File: config.mk
export PLATFORM = sky130hd
export DESIGN_NAME = pid_seq_core
export DESIGN_NICKNAME = d
export VERILOG_FILES = /design/src/rtl/pid_pkg.sv /design/src/rtl/pid_sat.sv /design/src/rtl/pid_seq_core.sv
export SDC_FILE = /design/constraint.sdc
export NUM_CORES = 1
export LEC_CHECK = 0
export BUFFER_PORTS_ARGS = -buffer_cell sky130_fd_sc_hd__buf_2
export CELL_PAD_IN_SITES_DETAIL_PLACEMENT = 1
export CELL_PAD_IN_SITES_GLOBAL_PLACEMENT = 2
export CORE_ASPECT_RATIO = 0.9
export CORE_UTILIZATION = 40
export CTS_CLUSTER_SIZE = 28
export DETAILED_ROUTE_END_ITERATION = 8
export GPL_TIMING_DRIVEN = 0
export PLACE_DENSITY_LB_ADDON = 0.15
export SKIP_CTS_REPAIR_TIMING = 1
export SYNTH_ARGS = -nofsm -noshare
export SYNTH_HDL_FRONTEND = slang
export SYNTH_SLANG_ARGS = --single-unit
File: constraint.sdc
create_clock -name clk -period 9.4 [get_ports clk]
set_input_delay 0.94 -clock clk [delete_from_list [all_inputs] [get_ports clk]]
set_output_delay 0.94 -clock clk [all_outputs]
set_load 0.05 [all_outputs]
File: src/rtl/pid_pkg.sv
// Shared definitions for the sequential PID core: FSM state encoding and
// default datapath widths.
package pid_pkg;

    localparam int DEF_DW   = 8;
    localparam int DEF_KW   = 8;
    localparam int DEF_IW   = 16;
    localparam int DEF_FRAC = 4;

    typedef enum logic [2:0] {
        ST_IDLE,
        ST_MUL_P,
        ST_MUL_I,
        ST_MUL_D,
        ST_SUM
    } pid_state_e;

endpackage

File: src/rtl/pid_sat.sv
// Signed saturating narrower: clamps an IN_W-bit value into the signed
// OUT_W-bit range and flags when clamping happened.
module pid_sat #(
    parameter int IN_W  = 17,
    parameter int OUT_W = 16
) (
    input  logic signed [IN_W-1:0]  din,
    output logic signed [OUT_W-1:0] dout,
    output logic                    sat
);

    localparam logic signed [IN_W-1:0] MAX_V = {{(IN_W-OUT_W+1){1'b0}}, {(OUT_W-1){1'b1}}};
    localparam logic signed [IN_W-1:0] MIN_V = {{(IN_W-OUT_W+1){1'b1}}, {(OUT_W-1){1'b0}}};

    // NOTE: every output gets a default first so no path through the block can infer a latch.
    always_comb begin
        dout = din[OUT_W-1:0];
        sat  = 1'b0;
        if (din > MAX_V) begin
            dout = MAX_V[OUT_W-1:0];
            sat  = 1'b1;
        end else if (din < MIN_V) begin
            dout = MIN_V[OUT_W-1:0];
            sat  = 1'b1;
        end
    end

endmodule

File: src/rtl/pid_seq_core.sv
// Sequential PID controller: one shared signed multiplier evaluates the P, I
// and D terms over three cycles, then a SUM cycle scales, clamps and commits.
module pid_seq_core
    import pid_pkg::*;
#(
    parameter int DW   = DEF_DW,
    parameter int KW   = DEF_KW,
    parameter int IW   = DEF_IW,
    parameter int FRAC = DEF_FRAC
) (
    input  logic                 clk,
    input  logic                 rst_n,
    input  logic                 ena,
    input  logic                 e_valid,
    input  logic signed [DW-1:0] e,
    input  logic [KW-1:0]        kp,
    input  logic [KW-1:0]        ki,
    input  logic [KW-1:0]        kd,
    input  logic                 clr,
    output logic                 busy,
    output logic                 u_valid,
    output logic signed [DW-1:0] u,
    output logic                 sat,
    output logic                 overrun
);

    localparam int SW = KW + IW + 3;
    localparam int PW = KW + IW + 1;

    pid_state_e state, state_nxt;

    logic signed [DW-1:0] e_r, e_prev;
    logic [KW-1:0]        kp_r, ki_r, kd_r;
    logic signed [DW:0]   de_r, de_w;
    logic signed [IW-1:0] acc, acc_next_r, acc_next_w;
    logic signed [IW:0]   acc_sum_w;
    logic                 acc_sat_unused;
    logic signed [SW-1:0] sum, y;
    logic signed [DW-1:0] u_w;
    logic                 sat_w;
    logic signed [KW:0]   mul_a;
    logic signed [IW-1:0] mul_b;
    logic signed [PW-1:0] prod;
    logic                 accept, e_pos, windup_hold;

    assign busy   = (state != ST_IDLE);
    assign accept = ena & e_valid & ~clr & (state == ST_IDLE);

    assign de_w      = (DW+1)'(e) - (DW+1)'(e_prev);
    assign acc_sum_w = (IW+1)'(acc) + (IW+1)'(e);

    pid_sat #(.IN_W(IW+1), .OUT_W(IW)) u_acc_sat (
        .din  (acc_sum_w),
        .dout (acc_next_w),
        .sat  (acc_sat_unused)
    );

    // Single multiplier: gains are zero-extended so the product stays signed.
    always_comb begin
        mul_a = '0;
        mul_b = '0;
        case (state)
            ST_MUL_P: begin mul_a = {1'b0, kp_r}; mul_b = IW'(e_r);      end
            ST_MUL_I: begin mul_a = {1'b0, ki_r}; mul_b = acc_next_r;    end
            ST_MUL_D: begin mul_a = {1'b0, kd_r}; mul_b = IW'(de_r);     end
            default:  ;
        endcase
    end

    assign prod = PW'(mul_a) * PW'(mul_b);
    assign y    = sum >>> FRAC;

    pid_sat #(.IN_W(SW), .OUT_W(DW)) u_out_sat (
        .din  (y),
        .dout (u_w),
        .sat  (sat_w)
    );

    // Anti-windup: freeze the integrator when the error pushes further into the clamp.
    assign e_pos       = ~e_r[DW-1] & (|e_r);
    assign windup_hold = sat_w & ((~y[SW-1] & e_pos) | (y[SW-1] & e_r[DW-1]));

    always_comb begin
        state_nxt = state;
        if (clr) begin
            state_nxt = ST_IDLE;
        end else if (ena) begin
            case (state)
                ST_IDLE:  if (e_valid) state_nxt = ST_MUL_P;
                ST_MUL_P: state_nxt = ST_MUL_I;
                ST_MUL_I: state_nxt = ST_MUL_D;
                ST_MUL_D: state_nxt = ST_SUM;
                ST_SUM:   state_nxt = ST_IDLE;
                default:  state_nxt = ST_IDLE;
            endcase
        end
    end

    // NOTE: sequential state uses non-blocking assignments so every register samples pre-edge values.
    always_ff @(posedge clk or negedge rst_n) begin
        if (!rst_n) begin
            state <= ST_IDLE;
        end else begin
            state <= state_nxt;
        end
    end

    // NOTE: datapath registers are reset too, so an aborted computation leaves no stale operands.
    always_ff @(posedge clk or negedge rst_n) begin
        if (!rst_n) begin
            e_r        <= '0;
            e_prev     <= '0;
            kp_r       <= '0;
            ki_r       <= '0;
            kd_r       <= '0;
            de_r       <= '0;
            acc        <= '0;
            acc_next_r <= '0;
            sum        <= '0;
            u          <= '0;
            sat        <= 1'b0;
            u_valid    <= 1'b0;
            overrun    <= 1'b0;
        end else begin
            u_valid <= 1'b0;
            overrun <= 1'b0;
            if (clr) begin
                acc    <= '0;
                e_prev <= '0;
            end else if (ena) begin
                overrun <= e_valid & busy;
                if (accept) begin
                    e_r        <= e;
                    kp_r       <= kp;
                    ki_r       <= ki;
                    kd_r       <= kd;
                    de_r       <= de_w;
                    acc_next_r <= acc_next_w;
                end
                case (state)
                    ST_MUL_P:           sum <= SW'(prod);
                    ST_MUL_I, ST_MUL_D: sum <= sum + SW'(prod);
                    ST_SUM: begin
                        u       <= u_w;
                        sat     <= sat_w;
                        e_prev  <= e_r;
                        u_valid <= 1'b1;
                        if (!windup_hold) acc <= acc_next_r;
                    end
                    default: ;
                endcase
            end
        end
    end

endmodule
# After elaboration in Yosys (flattened, before gate mapping)
# Cells that the tools add are included.
# W data, S select, Z words.
# totals
n_memories	0
latch_bits	0
romBits	0
elab_cells	78
register_bits	122
ram_bits	0
# classes
n_bitwise	12
n_mul	1
div	0
muxes	25
n_addsub	3
reduce_logical	13
eq_ne	6
shifts	0
order_cmp	4
# op_table
operator	n
$mux W16	6
$pmux W27 S2	1
$pmux W16 S3	1
$mux W8	5
$add A27 B25 Y27	1
$mul A9 B16 Y25	1
$pmux W8 S3	1
$gt A23 B8 Y1 const B	1
$lt A23 B8 Y1 const B	1
$add A16 B8 Y17	1
$gt A17 B16 Y1 const B	1
$lt A17 B16 Y1 const B	1
$pmux W3 S4	1
$reduce_and A3 Y1	4
$mux W3	3
$sub A8 B8 Y9	1
$and A1 B1 Y1	8
$reduce_or A8 Y1	1
$mux W1	7
$eq A3 B2 Y1 const B	2
$reduce_bool A2 Y1	3
$reduce_and A2 Y1	2
$eq A3 B1 Y1 const B	1
$eq A3 B3 Y1 const B	1
other kinds (7)	9

# Longest topological paths before layout
# Gate-level depths: netlist (run 1).
# depth
depth_word	9
depth_mapped	35
ltp_nobuf	32

# By module
# Synthesis (run 1) repeated with hierarchy kept, for this count alone.
# unflattened
cells_unflattened	1501
hier_area_um2	12488.2
# modules_own_cells
mod	instances	seq_area_each_um2	cells_each	area_each_um2
pid_seq_core	1	3052.9	1426	12051.6
pid_sat (u_acc_sat)	1	0.0	51	269.0
pid_sat (u_out_sat)	1	0.0	24	167.7

# Worst setup path after synthesis (run 1)
# OpenSTA, ideal clock, no wires.
# synth_path
path_kind	reg2reg
startpoint	reg state[1]
endpoint	reg sum[25]
arrival_time_ns	7.468
setup_slack_ns	1.807
path_stages_with_launch	33
cell_sequence	dfrtp_1 clkbuf_1 buf_1 clkbuf_1 mux2_2 nand2_1 a21oi_1 nand2_1 fa_1 inv_1 fa_1 fa_1 inv_1 fa_1 inv_1 ha_1 nand4b_1 a41oi_1 o21a_1 o21a_1 o21ai_0 nand2b_1 a21oi_1 xnor2_1 ha_1 a21o_1 nand4b_1 a311oi_2 o21ai_1 o41ai_1 xor2_1 o21ai_0 mux2_2
# synth_between
elab_chain_len	5
elab_cells_between_ends	11
# synth_rtl
item	line_no	text
start, declared	pid_seq_core.sv:30	pid_state_e state, state_nxt;
start signal, assigned	pid_seq_core.sv:104	state <= state_nxt;
$eq A3 B2 Y1 or $eq A3 B1 Y1 (tied branches)	pid_seq_core.sv:62, pid_seq_core.sv:140	
$pmux W8 S3 or $pmux W16 S3 (tied branches)	pid_seq_core.sv:62	case (state)
$mul A9 B16 Y25	pid_seq_core.sv:70	assign prod = PW'(mul_a) * PW'(mul_b);
$add A27 B25 Y27	pid_seq_core.sv:142	ST_MUL_I, ST_MUL_D: sum <= sum + SW'(prod);
$pmux W27 S2	pid_seq_core.sv:140	case (state)
end signal, assigned	pid_seq_core.sv:141	ST_MUL_P: sum <= SW'(prod);
end signal, assigned	pid_seq_core.sv:142	
end, declared	pid_seq_core.sv:38	logic signed [SW-1:0] sum, y;
# Parallel ways exist; a longest one is shown, timed or not.
# A chain may end at the register's enable or synchronous reset.

# Final worst setup path (run 1)
# Ends and elaborated chain as after synthesis.

==> impl_results.md, run 1 <==
- Status: finished clean
- H-Tree Depth: 4
- Upper clock frequency limit: about 110 MHz
- Largest net degree at the start of global routing: 64
- RSZ-0062 raised after global routing: no
- CTS tree: built
- Peak VDD IR: 103 uV
- Final setup TNS: 0 ns
- Slew @ Worst Pin: ~1.2 ns
- Grt ovf: 0
- Endpoints failing hold: 0
- Final non-filler cell total: 1946
- P_leak: 6.94 nW
- Layout fillers: 3681
- Average wire per standard cell: 18.5 um
- Syn. warnings: 0
- Fin nets: between 1.5k and 2k
- Placer Congestion: roughly 0.8
- Initial core utilization: around 40%
- Vias per Instance: between 5 and 6
- Class of the most critical setup path: register to register
- R2R Path Start: state[1]
- Post-Route WL: 35900 um
- First-pass iteration count of the detailed router: 4
- Most used cell, CP: fa_1
- Worst-skew pair later-pin latency: 0.44 ns
- Final setup vio count: 0
- Proportion of synthesized area in mux cells: 2.29%
- Detailed placement HPWL: roughly 28000 um
- Final period util: ~93%
- Clock Tree Buf Depth: 2
- Worst reg-to-reg path cell count: 32
- Net Count, Synth: 1711
- Cell Area, Synth: 12400 um^2
- Crit path capture type: register
- Placed insts: 1914
- Antenna violations before repair: 0
- GRT Util Overall: 24.1%
- Cells after synthesis: 1464
- Logic pwr share: 23.9%
- Sequential power share: 37.4%
- Reg clk slew, reported paths: roughly 0.060 ns
- Post-route ant nets: 0
- EDFF count, synth: 0
- Pre-CTS setup slack: -0.318 ns
- Max cap viols: 0
- Sequential area share after synthesis: between 20 and 25%
- CP Launch Type: register
- Die H: 169 um
- Synth Area in Adders: 27.7%
- Die area: 31700 um^2
- Power density cells: 129 nW/um^2
- # IOs: 49
- Synth Area in Compound Gates: 17.3%
- CP max FO: 10
- CTS Sinks: 122
- Capture point of the worst reg-to-reg path: sum[25]
- Vias: around 10k
- Flops & latches, synth: 122
- Synthesis-to-layout area growth: 11.3%
- CTS root buf: clkbuf_16
- Sw power: 0.623 mW
- Die W: 188 um
- Yosys cell types: 73
- Number of global-route vias before repair: 11.1k
- Signal arrival time at the worst endpoint: around 9.1 ns
- Fin crit period: a little under 9 ns
- Port Buf Inserts: 46
- Layout cell share with drive strength beyond 1: a little under a tenth
- Core Footprint: between 30000 and 40000 um^2
- Post-Synth Simple-Gate Area: 16.7%
- Ys async rst share: 100%
- Fin util: 45.8%
- Num CTS Buffers: 17
- Post-route DRC: 0
- Main combinational cell family by area after synthesis: adder cells
- CP Launch Point: state[1]
- Setup ws final: 0.668 ns
- Pins Over Slew Limit: 0
- Syn avg cell area: approximately 8.5 um^2
- R2R Setup Slk: 0.67 ns
- Clk pwr share: 38.7%
- Fin Hold WS: about 0.47 ns
- DR iter-0 viols: 579
- Ys flop type: dfrtp_1
- Slowest CP cell: dfrtp_1
- Clk_skew: 0.00754 ns
- Xor/xnor share of the synthesized area: 4.35%
- CP max stage delay: 0.58 ns
- CP Data Required Time: 9.73 ns
- First-pass GRT wire length: between 60000 and 70000 um
- P_int: roughly 1.2 mW
- Rows: 60
- Hold Crit Class: primary input to async pin
- Switching Share: around a third
- Relative slew margins: 22.5%
-- cells by family (layout without fill, tap and decap cells) --
logic type	after synthesis	in the layout
flops	122	122
mux	26	26
xor+xnor	60	60
buf+inv	232	310
simple gates	482	482
other cells	0	1
fa+ha+maj	212	212
compound gates	330	330
-- worst max-delay path by stage --
stage / slack (ns) / depth (start not counted) / to
floorplan: 1.81 / 32 / sum[25]
global placement: -0.10 / 34 / sum[25]
detailed placement: -0.32 / 34 / sum[25]
CTS: -0.32 / 34 / sum[25]
global route: 0.12 / 32 / sum[25]
finish: 0.67 / 32 / sum[25]
-- power by group through the flow --
stage,sequential (mW),combinational (mW),clock (mW)
floorplan,0.651,0.286,0
global placement,0.670,0.408,0
detailed placement,0.671,0.421,0
CTS,0.663,0.427,0.702
global route,0.674,0.479,0.720
finish,0.664,0.424,0.688
-- final cells by class --
cell class / instances / area, um^2 / share of cell area (%)
multi-input combinational: 1110 / 8520 / 61.6
clock buffer: 19 / 453 / 3.28
inverter: 178 / 668 / 4.84
sequential: 122 / 3050 / 22.1
clock inverter: 13 / 143 / 1.03
timing repair buffer: 47 / 264 / 1.91
antenna: 1 / 2.50 / 0.0181
buffer: 53 / 211 / 1.53
tap: 403 / 504 / 3.65
-- stage by stage --
stage               total power [mW]  cell area [um^2]
floorplan                      0.937             12400
global placement                1.08             13100
detailed placement              1.09             13200
CTS                             1.79             13800
global route                    1.87             13800
finish                          1.78             13800
-- synth_stat cells, drive strengths merged, types with 2 or more instances --
| cell type | instances | area, um^2 |
|---|---|---|
| o21ai | 85 | 425 |
| o2bb2ai | 2 | 17.5 |
| clkbuf | 46 | 173 |
| ha | 105 | 1310 |
| a22o | 16 | 140 |
| xnor2 | 36 | 330 |
| mux2i | 7 | 70.1 |
| dfrtp | 122 | 3050 |
| a211oi | 9 | 77.6 |
| and2 | 7 | 43.8 |
| o211ai | 2 | 15.0 |
| a41oi | 2 | 17.5 |
| o31ai | 6 | 45.0 |
| a311oi | 2 | 23.8 |
| maj3 | 2 | 20.0 |
| and3 | 5 | 31.3 |
| nor3 | 12 | 60.1 |
| o21bai | 11 | 82.6 |
| nand4 | 5 | 31.3 |
| a2111oi | 3 | 63.8 |
| buf | 8 | 35.0 |
| a31oi | 6 | 52.6 |
| xor2 | 24 | 210 |
| nor4 | 8 | 56.3 |
| or2 | 8 | 52.6 |
| mux2 | 19 | 214 |
| nand3 | 12 | 60.1 |
| nor2b | 15 | 93.8 |
| or4 | 2 | 15.0 |
| nand2 | 259 | 972 |
| a22oi | 8 | 60.1 |
| nand4b | 3 | 26.3 |
| a21oi | 114 | 578 |
| or3 | 4 | 26.3 |
| nor3b | 2 | 15.0 |
| nand2b | 11 | 68.8 |
| fa | 105 | 2100 |
| o41ai | 3 | 52.6 |
| inv | 178 | 668 |
| nor2 | 123 | 464 |
| o21a | 10 | 75.1 |
| a21o | 41 | 310 |
-- per-layer routing --
metal,share of wire (%),vias up,GRT usage [%]
met4,1.4,0,5.83
met3,3.9,32,3.92
met5,0,-,0
met1,50,5224,34.5
li1,-,4961,-
met2,45,158,37.9
-- state kept, by name, indices dropped and copies added (netlist names) --
name        flops
overrun         1
kd_r            8
sum            27
sat             1
e_r             8
acc            16
kp_r            8
de_r            9
e_prev          8
u               8
u_valid         1
ki_r            8
state           3
acc_next_r     16
-- critical path: cells and delay by family, from the launching register on --
kind / cells / cell delay [ns]
AOI/OAI and AO/OA: 12 / 2.74
adders and majority gates: 6 / 2.55
buffers and inverters: 5 / 1.10
and+or+nand+nor: 5 / 0.75
DFF: 1 / 0.58
muxes: 2 / 0.49
xor gates and xnor gates: 2 / 0.40
-- cell usage in the layout (no fill, tap or decap), types with 8 or more instances in the layout --
cell type,count
nand2_1,259
inv_1,178
nor2_1,122
dfrtp_1,122
a21oi_1,107
fa_1,105
ha_1,105
o21ai_0,75
buf_2,49
clkbuf_1,40
a21o_1,39
xnor2_1,34
xor2_1,24
mux2_2,19
clkbuf_16,17
a22o_1,16
nor2b_1,15
nor3_1,12
nand3_1,12
nand2b_1,11
o21bai_1,11
o21a_1,10
o21ai_1,10
a22oi_1,8
Power figures use the tool's default switching activity.
==> inputs of run 2 (changes only) <==
- REMOVE_ABC_BUFFERS: default -> 1
==> run 2 against run 1 <==
Clock power is 7.3% higher. Design area is 0.47% lower. Final cell count is 2.5% lower.
==> impl_results.md, run 2 (synthesized netlist as in run 1, its figures left out) <==
- DR iter-0 viols: 441 (-24%)
- CP Data Required Time: 9.72 ns (about the same)
- Clock Tree Buf Depth: 2 (unchanged)
- P_leak: 6.89 nW (-0.72%)
- Endpoints failing hold: 0 (unchanged)
- Placer Congestion: 0.794 (-1.0%)
- Crit path capture type: register
- Grt ovf: 0 (unchanged)
- CP max FO: 33 (+23)
- Port Buf Inserts: 48 (+4.3%)
- CTS root buf: clkbuf_16
- Relative slew margins: 25.1% (+2.6 points)
- Slew @ Worst Pin: 1.12 ns (-0.0389 ns)
- Layout fillers: 3647 (-0.92%)
- Reg clk slew, reported paths: 0.07 ns (about the same)
- Status: finished clean
- Pre-CTS setup slack: -0.934 ns (-0.616 ns)
- CP Launch Type: register
- Pins Over Slew Limit: 0 (unchanged)
- Post-route DRC: 0 (unchanged)
- Die W: 188 um (unchanged)
- Fin crit period: 8.64 ns (-0.0873 ns)
- Die H: 169 um (unchanged)
- RSZ-0062 raised after global routing: no
- Placed inst area: 13100 um^2 (-0.95%)
- # IOs: 49 (unchanged)
- CTS Sinks: 122 (unchanged)
- H-Tree Depth: 4 (unchanged)
- Final setup vio count: 0 (unchanged)
- R2R Setup Slk: 0.76 ns (+0.09 ns)
- Ant. Diodes: 0 (-1)
- Vias: 10.0k (-3.4%)
- Die area: 31700 um^2 (unchanged)
- Clk_skew: 0.00868 ns (+0.00114 ns)
- Commonest non-fill, non-tap cell in the layout: nand2_1
- Class of the most critical setup path: register to register
- Detailed placement HPWL: 25200 um (-11%)
- Setup ws final: 0.756 ns (+0.0873 ns)
- Largest net degree at the start of global routing: 71 (+11%)
- Synthesis-to-layout area growth: 10.8%
- First-pass iteration count of the detailed router: 7 (+3)
- Max cap viols: 0 (unchanged)
- Fin nets: 1729 (-2.6%)
- Rows: 60 (unchanged)
- Number of global-route vias before repair: 10.8k (-3.1%)
- Final period util: 92.0% (-0.93 points)
- Signal arrival time at the worst endpoint: 8.97 ns (-0.09 ns)
- Fin util: 45.6% (-0.22 points)
- Post-route cell area: 13700 um^2 (-0.47%)
- Initial core utilization: 41.1% (unchanged)
- Max reg flops: 27 (unchanged)
- First-pass GRT wire length: 55900 um (-6.8%)
- GRT Util Overall: 22.3% (-1.7 points)
- Largest Register: sum
- Peak VDD IR: 128 uV (+24%)
- Average wire per standard cell: 17.6 um (-4.7%)
- Biggest regs: sum: 27 flops, acc: 16 flops, acc_next_r: 16 flops
- Post-Route WL: 33400 um (-7.0%)
- Power density cells: 131 nW/um^2 (+2.1%)
- Hold Crit Class: primary input to async pin
- CTS tree: built
- Num CTS Buffers: 17 (unchanged)
- Commonest non-fill, non-tap cells in the layout: nand2_1, inv_1, dfrtp_1
- Upper clock frequency limit: 116 MHz (+1.0%)
- Post-route ant nets: 0 (unchanged)
- Core Footprint: 30200 um^2 (unchanged)
- Worst-skew pair later-pin latency: 0.44 ns (about the same)
- Vias per Instance: 5.28 (-0.98%)
- Antenna violations before repair: 0 (unchanged)
- Layout cell share with drive strength beyond 1: 9.70% (+0.36 points)
- Final setup TNS: 0 ns (unchanged)
run 2: per-layer routing:
metal	routed length, um	GRT usage, %
met1	16600	31.0
met2	15700	37.1
met3	727	2.47
met4	388	5.55
met5	0	0
run 2: worst paths after layout:
check / startpoint / end / cells past startpoint
max in group asynchronous: rst_n / sum[19] / 2
hold reg to reg: kp_r[7] / kp_r[7] / 2
hold / removal: rst_n / kp_r[2] / 1
setup reg to reg: state[1] / sum[25] / 26
min in group clk: kp_r[7] / kp_r[7] / 2
setup / recovery: state[1] / sum[25] / 26
run 2: worst max-delay path: stages (launching register included):
cell and delay, ns:
dfrtp_2 0.78, nand2b_2 0.64, nor2_4 0.50, a21oi_1 0.30, nand2b_1 0.29, fa_1 0.56, inv_1 0.05, fa_1 0.47
fa_1 0.50, inv_1 0.05, fa_1 0.52, inv_1 0.04, ha_1 0.21, or4_1 0.58, o21ai_0 0.37, nand3b_1 0.18
xor2_1 0.32, ha_1 0.32, a21o_1 0.18, a21oi_1 0.13, nor2b_1 0.06, a311oi_2 0.35, o21ai_1 0.16, o41ai_1 0.38
xor2_1 0.17, o21ai_0 0.08, mux2_2 0.29
run 2: metrics by stage:
stage	hold WS, ns	power (mW)	instances
2_1_floorplan	0.440	0.930	1410
3_3_place_gp	0.454	1.06	1861
3_5_place_dp	0.460	1.08	1864
4_1_cts	0.478	1.82	1896
5_1_grt	0.498	1.90	1898
6_report	0.459	1.80	1898
run 2: final cells by class:
type / count / area (um^2) / area share (%)
multi-input combinational: 1110 / 8550 / 62.2
sequential: 122 / 3060 / 22.2
inverter: 178 / 668 / 4.86
tap: 403 / 504 / 3.67
clock buffer: 20 / 447 / 3.25
timing repair buffer: 53 / 340 / 2.48
clock inverter: 12 / 188 / 1.37
run 2: power by group:
part	leakage [nW]	internal, mW	switching [mW]
Combinational	4.98	0.149	0.255
Clock	0.302	0.455	0.283
Sequential	1.61	0.596	0.0663
